<file path="config.mk">
export PLATFORM = sky130hd
export DESIGN_NAME = nr_divider_par
export DESIGN_NICKNAME = d
export VERILOG_FILES = /design/src/rtl/nr_div_pkg.sv /design/src/rtl/nr_div_mulshift.sv /design/src/rtl/nr_divider_par.sv
export SDC_FILE = /design/constraint.sdc
export NUM_CORES = 2
export LEC_CHECK = 0
export ABC_AREA = 0
export BUFFER_PORTS_ARGS = -buffer_cell sky130_fd_sc_hd__buf_4
export CORE_AREA = 2 2 235 237
export DETAILED_ROUTE_END_ITERATION = 12
export DIE_AREA = 0 0 237 239
export HOLD_SLACK_MARGIN = 0.03
export PLACE_DENSITY_LB_ADDON = 0.25
export SLEW_MARGIN = 20
export SYNTH_ARGS = -nofsm -noshare
export SYNTH_HDL_FRONTEND = slang
export SYNTH_SLANG_ARGS = --single-unit
</file>
<file path="constraint.sdc">
create_clock -name clk -period 19.7 [get_ports clk]
set_input_delay 0.985 -clock clk [delete_from_list [all_inputs] [get_ports clk]]
set_output_delay 0.985 -clock clk [all_outputs]
set_load 0.01 [all_outputs]
</file>
<file path="src/rtl/nr_div_pkg.sv">
// nr_div_pkg: FSM states, counter width and default Q-format constants for the NR divider
package nr_div_pkg;
  typedef enum logic [2:0] {IDLE, STEP1, STEP2, MULT, DONE} state_e;
  localparam int CNT_W    = 8;
  localparam int DEF_W    = 16;
  localparam int DEF_FRAC = 10;
endpackage

</file>
<file path="src/rtl/nr_div_mulshift.sv">
// nr_div_mulshift: signed (bias +/- a*b) >>> FRAC, then truncate or saturate to W bits
module nr_div_mulshift #(
  parameter int W    = 16,
  parameter int FRAC = 10,
  parameter bit NEG  = 1'b0,
  parameter bit SAT  = 1'b0
) (
  input  logic signed [W-1:0] a_i,
  input  logic signed [W-1:0] b_i,
  input  logic signed [2*W:0] bias_i,
  output logic signed [W-1:0] y_o
);
  localparam logic signed [2*W:0] MAXV = {{(W+2){1'b0}}, {(W-1){1'b1}}};
  localparam logic signed [2*W:0] MINV = {{(W+2){1'b1}}, {(W-1){1'b0}}};
  logic signed [2*W:0] prod, sum, shf;
  // full-precision product, bias, arithmetic shift and optional clamp to the signed W-bit range
  always_comb begin
    prod = $signed({{(W+1){a_i[W-1]}}, a_i}) * $signed({{(W+1){b_i[W-1]}}, b_i});
    sum  = NEG ? bias_i - prod : bias_i + prod;
    shf  = sum >>> FRAC;
    y_o  = !SAT ? shf[W-1:0] : shf > MAXV ? MAXV[W-1:0] : shf < MINV ? MINV[W-1:0] : shf[W-1:0];
  end
endmodule

</file>
<file path="src/rtl/nr_divider_par.sv">
// nr_divider_par: Newton-Raphson fixed-point divider; NR_DIVIDER_EARLY_EXIT_EN stops once x converges
module nr_divider_par
  import nr_div_pkg::*;
#(
  parameter int W        = DEF_W,
  parameter int FRAC     = DEF_FRAC,
  parameter int MAX_ITER = 8
) (
  input  logic                clk,
  input  logic                rst,
  input  logic                in_valid,
  output logic                in_ready,
  input  logic signed [W-1:0] nr,
  input  logic signed [W-1:0] dr,
  input  logic signed [W-1:0] initial_guess,
  output logic                out_valid,
  input  logic                out_ready,
  output logic signed [W-1:0] quotient,
  output logic                div_by_zero,
  output logic [CNT_W-1:0]    iter_count
);
  localparam logic signed [2*W:0] TWO_Q = (2*W+1)'(2) << (2*FRAC);
  localparam logic signed [W-1:0] QMAX  = {1'b0, {(W-1){1'b1}}};
  localparam logic signed [W-1:0] QMIN  = {1'b1, {(W-1){1'b0}}};
  localparam logic signed [2*W:0] ZERO  = '0;
  state_e             state_q;
  logic signed [W-1:0] nr_q, dr_q, x_q, t_q, quot_q;
  logic signed [W-1:0] t_d, x_d, quot_d;
  logic [CNT_W-1:0]    cnt_q, cnt_d;
  logic                dbz_q, rdy_q, vld_q, stop;

  nr_div_mulshift #(.W(W), .FRAC(FRAC), .NEG(1'b1), .SAT(1'b0)) u_step1 (
    .a_i(dr_q), .b_i(x_q), .bias_i(TWO_Q), .y_o(t_d));
  nr_div_mulshift #(.W(W), .FRAC(FRAC), .NEG(1'b0), .SAT(1'b0)) u_step2 (
    .a_i(x_q), .b_i(t_q), .bias_i(ZERO), .y_o(x_d));
  nr_div_mulshift #(.W(W), .FRAC(FRAC), .NEG(1'b0), .SAT(1'b1)) u_mult (
    .a_i(nr_q), .b_i(x_q), .bias_i(ZERO), .y_o(quot_d));

  assign cnt_d = cnt_q + 1'b1;
`ifdef NR_DIVIDER_EARLY_EXIT_EN
  assign stop = (cnt_d == CNT_W'(MAX_ITER)) || (x_d == x_q);
`else
  assign stop = cnt_d == CNT_W'(MAX_ITER);
`endif

  // handshake FSM: accept, alternate STEP1/STEP2 per iteration, scale by nr, hold result until taken
  always_ff @(posedge clk or posedge rst) begin
    if (rst) begin
      state_q <= IDLE;
      nr_q    <= '0;
      dr_q    <= '0;
      x_q     <= '0;
      t_q     <= '0;
      cnt_q   <= '0;
      quot_q  <= '0;
      dbz_q   <= 1'b0;
      rdy_q   <= 1'b1;
      vld_q   <= 1'b0;
    end else begin
      case (state_q)
        IDLE: if (in_valid) begin
          nr_q  <= nr;
          dr_q  <= dr;
          x_q   <= initial_guess;
          cnt_q <= '0;
          rdy_q <= 1'b0;
          dbz_q <= dr == '0;
          if (dr == '0) begin
            quot_q  <= nr[W-1] ? QMIN : QMAX;
            vld_q   <= 1'b1;
            state_q <= DONE;
          end else begin
            state_q <= STEP1;
          end
        end
        STEP1: begin
          t_q     <= t_d;
          state_q <= STEP2;
        end
        STEP2: begin
          x_q     <= x_d;
          cnt_q   <= cnt_d;
          state_q <= stop ? MULT : STEP1;
        end
        MULT: begin
          quot_q  <= quot_d;
          vld_q   <= 1'b1;
          state_q <= DONE;
        end
        DONE: if (out_ready) begin
          vld_q   <= 1'b0;
          rdy_q   <= 1'b1;
          state_q <= IDLE;
        end
        default: state_q <= IDLE;
      endcase
    end
  end

  assign in_ready    = rdy_q;
  assign out_valid   = vld_q;
  assign quotient    = quot_q;
  assign div_by_zero = dbz_q;
  assign iter_count  = cnt_q;
endmodule

</file>
**Word-level counts from Yosys, hierarchy flattened**

Cells that the tools add are included.
Widths: inputs -> output; s select.

- Add/subtract/negate cells: 2
- $mul: 3
- $lt $le $gt $ge: 2
- Eq/ne operators: 8
- Mux-type cells: 22
- Reductions and logical operators: 12

Operator list:

| cell | number |
|---|---|
| $mux 16 | 6 |
| $pmux 16 s2 | 2 |
| $mul 16x16->26 | 2 |
| $mul 16x16->32 | 1 |
| $sub 23x26->26 const A | 1 |
| $gt 22x16->1 const B | 1 |
| $lt 22x16->1 const B | 1 |
| $logic_not 16->1 | 1 |
| $pmux 8 s2 | 1 |
| $pmux 3 s5 | 1 |
| $mux 3 | 3 |
| $add 8x1->8 const B | 1 |
| $eq 8x4->1 const B | 1 |
| $mux 8 | 1 |
| $eq 3x2->1 const B | 2 |
| $ne 2x2->1 const B | 3 |
| $reduce_and 2->1 | 3 |
| $reduce_and 3->1 | 2 |
| $reduce_bool 2->1 | 3 |
| $mux 1 | 5 |
| $reduce_and 4->1 | 1 |
| $eq 3x1->1 const B | 1 |
| $eq 3x3->1 const B | 1 |
| $logic_not 3->1 | 1 |
| 4 further kinds | 4 |

- Register bits: 94
- Bits of input ports: 52
- Output and inout bits: 27
- Word-level logic and storage cells: 59

**Logic depth before layout (Yosys ltp)**

- Depth in word-level cells: 5
- Mapped depth: 26
- Gate-level depth less buffers: 24

**Cells and area by module**

A second synthesis with hierarchy kept.

- Cells, all modules: 3679
- Area, all modules: 33444.6 sq um

Modules (own cells, without submodules):

| module | times used | cells each | area an instance (sq um) | seq. area each (sq um) |
|---|---|---|---|---|
| nr_div_mulshift at u_mult | 1 | 1298 | 11551.1 | 0.0 |
| nr_div_mulshift at u_step1 | 1 | 1018 | 9080.0 | 0.0 |
| nr_div_mulshift at u_step2 | 1 | 974 | 8864.8 | 0.0 |
| nr_divider_par | 1 | 389 | 3948.8 | 2353.5 |

**Worst setup path after synthesis**

OpenSTA, ideal clock, no wires.

- Path kind: reg2reg
- Start point: register x_q[1]
- End point: register quot_q[0], in the netlist quotient[0]
- Setup time: 67 ps
- Arrival time: 7041 ps
- Required time: 19633 ps
- Setup slack: 12592 ps
- Stages on the path, launching flop included: 25
- Buffers on the path: 4
- Period minus slack after synthesis: 7108 ps
- Path through: dfrtp_1 -> clkbuf_1 -> clkbuf_1 -> nand2_1 -> inv_1 -> fa_1 -> fa_1 -> inv_1 -> fa_1 -> fa_1 -> fa_1 -> fa_1 -> inv_1 -> ha_1 -> clkbuf_1 -> o2111a_1 -> nand3_1 -> a21oi_1 -> nor2_1 -> xor2_1 -> or4_4 -> o311ai_4 -> and2_1 -> buf_6 -> a221o_1

- Word-level cells in the longest chain between the ends: 5
- Elaborated cells on any way between the ends: 6
- Classes of those cells: 1 x mul; 2 x order compare; 3 x mux

Ends and longest elaborated chain:

| what | line | source |
|---|---|---|
| start, declared | nr_divider_par.sv:27 | `logic signed [W-1:0] nr_q, dr_q, x_q, t_q, quot_q;` |
| start signal, assigned | nr_divider_par.sv:64 | `x_q <= initial_guess;` |
| $mul 16x16->32 (*) | nr_div_mulshift.sv:18 | `prod = $signed({{(W+1){a_i[W-1]}}, a_i}) * $signed({{(W+1){b_i[W-1]}}, b_i});` |
| $lt 22x16->1 | nr_div_mulshift.sv:21 | `y_o = !SAT ? shf[W-1:0] : shf > MAXV ? MAXV[W-1:0] : shf < MINV ? MINV[W-1:0] : shf[W-1:0];` |
| $mux 16 | nr_div_mulshift.sv:21 |  |
| $mux 16 (*) | nr_div_mulshift.sv:21 |  |
| $pmux 16 s2 (*) | nr_divider_par.sv:60 | `case (state_q)` |
| end signal, assigned | nr_divider_par.sv:69 | `quot_q <= nr[W-1] ? QMIN : QMAX;` |
| end signal, assigned | nr_divider_par.sv:86 | `quot_q <= quot_d;` |
| end, declared | nr_divider_par.sv:27 |  |

Mark *: on every way between the ends. The rest lies on a longest branch, timed or not.
A chain may end at the register's enable or synchronous reset.

**Worst setup path in the final report**

- Start point: register x_q[2]
- End point: register quot_q[2], in the netlist quotient[2]

Same word-level chain as after synthesis.

==> metrics.yaml <==
final_layout:
  most-common-layout-cells: "inv_1, fa_1, nand2_1"
  antenna-diode-count: 0
  fillers: 4766
  final_common_cell: "inv_1"
  num-nets-final: 4092
  area_delta_synth_final_pct: 4.676
  drive_gt1_share_pct: 5.307
synth:
  postSynthAreaPerCell_um2: 9.348
  synth_top_family_by_area: "adder cells"
  synth_area_mm2: 0.02957
  synthMuxAreaShare_pct: 1.803
  yosys.area_share.xor_xnor_pct: 3.081
  yosys_warnings: 0
  synth_cells: 3163
  dominantRegCellSynth: "dfrtp_1"
  synthSimpleGateAreaFrac_pct: 15.59
  ys_seq_elements: 94
  synth_compound_area_share_pct: 4.617
  synth-edff-count: 0
  synth_cell_types: 64
  synthesis.nets: 4132
  synth_fa_ha_area_share_pct: 56.02
  ys_seq_area_share_pct: 7.960
  async_flop_share_pct: 100.0
setup_path:
  start_kind: "flop"
  worstPathRequired_ns: 20.03
  cp_data_arrival_time_ns: 8.37
  ff2ff_setup_slack_ns: 11.66
  cp_max_fo: 28
  crit_start: "x_q[2]"
  rr_startpoint: "x_q[2]"
  critPathKind: "reg2reg"
  endpoint: "quotient[2]"
  reg2reg_to: "quotient[2]"
  r2r_cells: 21
  endpoint_kind: "flop"
floorplan:
  fp.coreArea_mm2: 0.05434
  die-area_mm2: 0.05664
  ioPinCount: 79
  start_util_pct: 54.41
  die-height_um: 239
  chipWidth_um: 237
  rows: 86
grt:
  grt_pass1_vias: 23580
  grt_antenna_before_repair: 1
  track_usage_pct: 27.51
  grt_overflow_total: 0
  grt_max_degree: 51
  grt_pass1_wl_um: 121600
clocking:
  cts_setup_buffers: 0
  ctsHtreeMaxLevel: 3
  clkSinkCount: 94
  cts_tree: "yes"
  clock_path_buffers: 2
  cts_made_buffers: 9
  ctsResizeCount: 0
  cts-root-buf: "clkbuf_16"
  clkTransAtPathRegs_ns: 0.08
  worstSkewPairLatency_ns: 0.41
  hold_buffers: 0
placed_design:
  hpwl_um: 56930
  place_congestion: 0.9029
  io_buffer_count: 78
  dp_slack_ns: 11.72
timing:
  final.min_clock_period_ns: 8.038
  finalHoldViolCount: 0
  relSlewSlack_pct: 24.42
  setup_violations: 0
  slew_viol_final: 0
  skew_ns: 0.01613
  setup_tns_ns: 0
  layout_setup_ws_ns: 11.66
  rsz0062_at_grt: "no"
  tightest_slew_ns: 1.132
  max_freq_mhz: 124.4
  period_share_pct: 40.80
routing:
  drcViolationCount: 0
  wl_per_cell_um: 18.87
  dr.pass1.iters: 5
  wirelength_um: 72310
  drt_iter0_drc: 1252
  post_drt_via_cell_ratio: 5.489
  drtAntennaViolNets: 0
  route.vias.total: 21030
run:
  maxCapViolations: 0
min_path:
  holdCritPathClass: "reg2reg"
  min-delay-start: "in_ready"
run_status:
  outcome: "complete, no violations"
## kinds of logic after synthesis
| logic type | Yosys count |
|---|---|
| AO/OA/AOI/OAI | 212 |
| flip-flops | 94 |
| AND/OR/NAND/NOR | 928 |
| buffers and inverters | 859 |
| XOR/XNOR | 104 |
| adder cells (fa/ha/maj) | 917 |
| multiplexers | 49 |
## sequential cells by signal, summed over array words and instances (netlist names)
register and flops:
div_by_zero 1, dr_q 16, state_q 3, iter_count 8, in_ready 1, t_q 16, out_valid 1, x_q 16
quotient 16, nr_q 16
## routing by layer
metal	up-vias	global-route usage (%)	share of wire (%)
met4	0	9.666	3.3
met1	10960	34.66	40
met5	-	0	0
li1	9273	-	-
met2	654	48.73	51
met3	151	3.811	5.6
## synthesized netlist by cell type (5+ instances only)
library cell  number  area [um^2]
nor2b_1            7        43.79
nor3_1            14        70.07
clkbuf_1         146        548.0
and2_1           361         2258
a21o_1            13        97.59
a31oi_1            8        50.05
nand3_1           18        90.09
o21ai_0           67        335.3
dfrtp_1           93         2327
nand2b_1          17        106.4
and3_1             8        50.05
o21a_1            10        75.07
nand2_1          411         1543
mux2_2            34        382.9
nand4_1            6        37.54
a221o_1            9        90.09
a21oi_1           55        275.3
nor2_1            63        236.5
ha_1             239         2990
nor4_1             5        31.28
mux2i_1           15        150.1
inv_1            708         2658
xnor2_1           72        630.6
o21bai_1           6        45.04
xor2_1            32        280.3
o31ai_1            5        37.54
or3_1              5        31.28
fa_1             678        13570
## final cells by class
cell class | instances | area (um^2) | area share, %
clock inverter | 7 | 88.84 | 0.2870
tap | 704 | 880.8 | 2.846
clock buffer | 9 | 225.2 | 0.7277
timing repair buffer | 100 | 750.7 | 2.426
inverter | 708 | 2660 | 8.595
multi-input combinational | 2210 | 23990 | 77.51
sequential | 94 | 2354 | 7.604
## worst max-delay path, cell delays in order, from the launching register on
cell and delay, ns:
dfrtp_1 0.84, buf_4 0.44, nand2_1 0.15, inv_1 0.12
fa_1 0.57, fa_1 0.81, inv_1 0.19, fa_1 0.47
fa_1 0.56, inv_1 0.06, fa_1 0.55, fa_1 0.41
ha_1 0.40, o2111a_1 0.25, nand3_1 0.08, a21oi_1 0.30
nor2_1 0.09, xor2_1 0.15, or4_4 0.55, o311ai_4 0.37
and2_1 0.36, a221o_1 0.20
## how the worst min path moves through the flow
| stage | slack (ns) | depth (start not counted) | end |
|---|---|---|---|
| after floorplan | 0.50 | 1 | dr_q[15] |
| after global placement | 0.52 | 2 | in_ready |
| after detailed placement | 0.52 | 2 | in_ready |
| after CTS | 0.53 | 2 | in_ready |
| after global routing | 0.58 | 2 | in_ready |
| final | 0.53 | 2 | in_ready |
## stage by stage
step / utilization [%] / hold WS, ns / cells / cell area (um^2)
2_1_floorplan: - / 0.5013 / 3163 / 29570
3_3_place_gp: 56.38 / 0.5208 / 3816 / 30630
3_5_place_dp: 56.38 / 0.5226 / 3816 / 30630
4_1_cts: 56.95 / 0.5331 / 3832 / 30950
5_1_grt: 56.96 / 0.5821 / 3832 / 30950
6_report: 56.96 / 0.5321 / 3832 / 30950
Power is not shown: default switching activity piles up to over one toggle a cycle in this logic, so the estimate is an artifact.
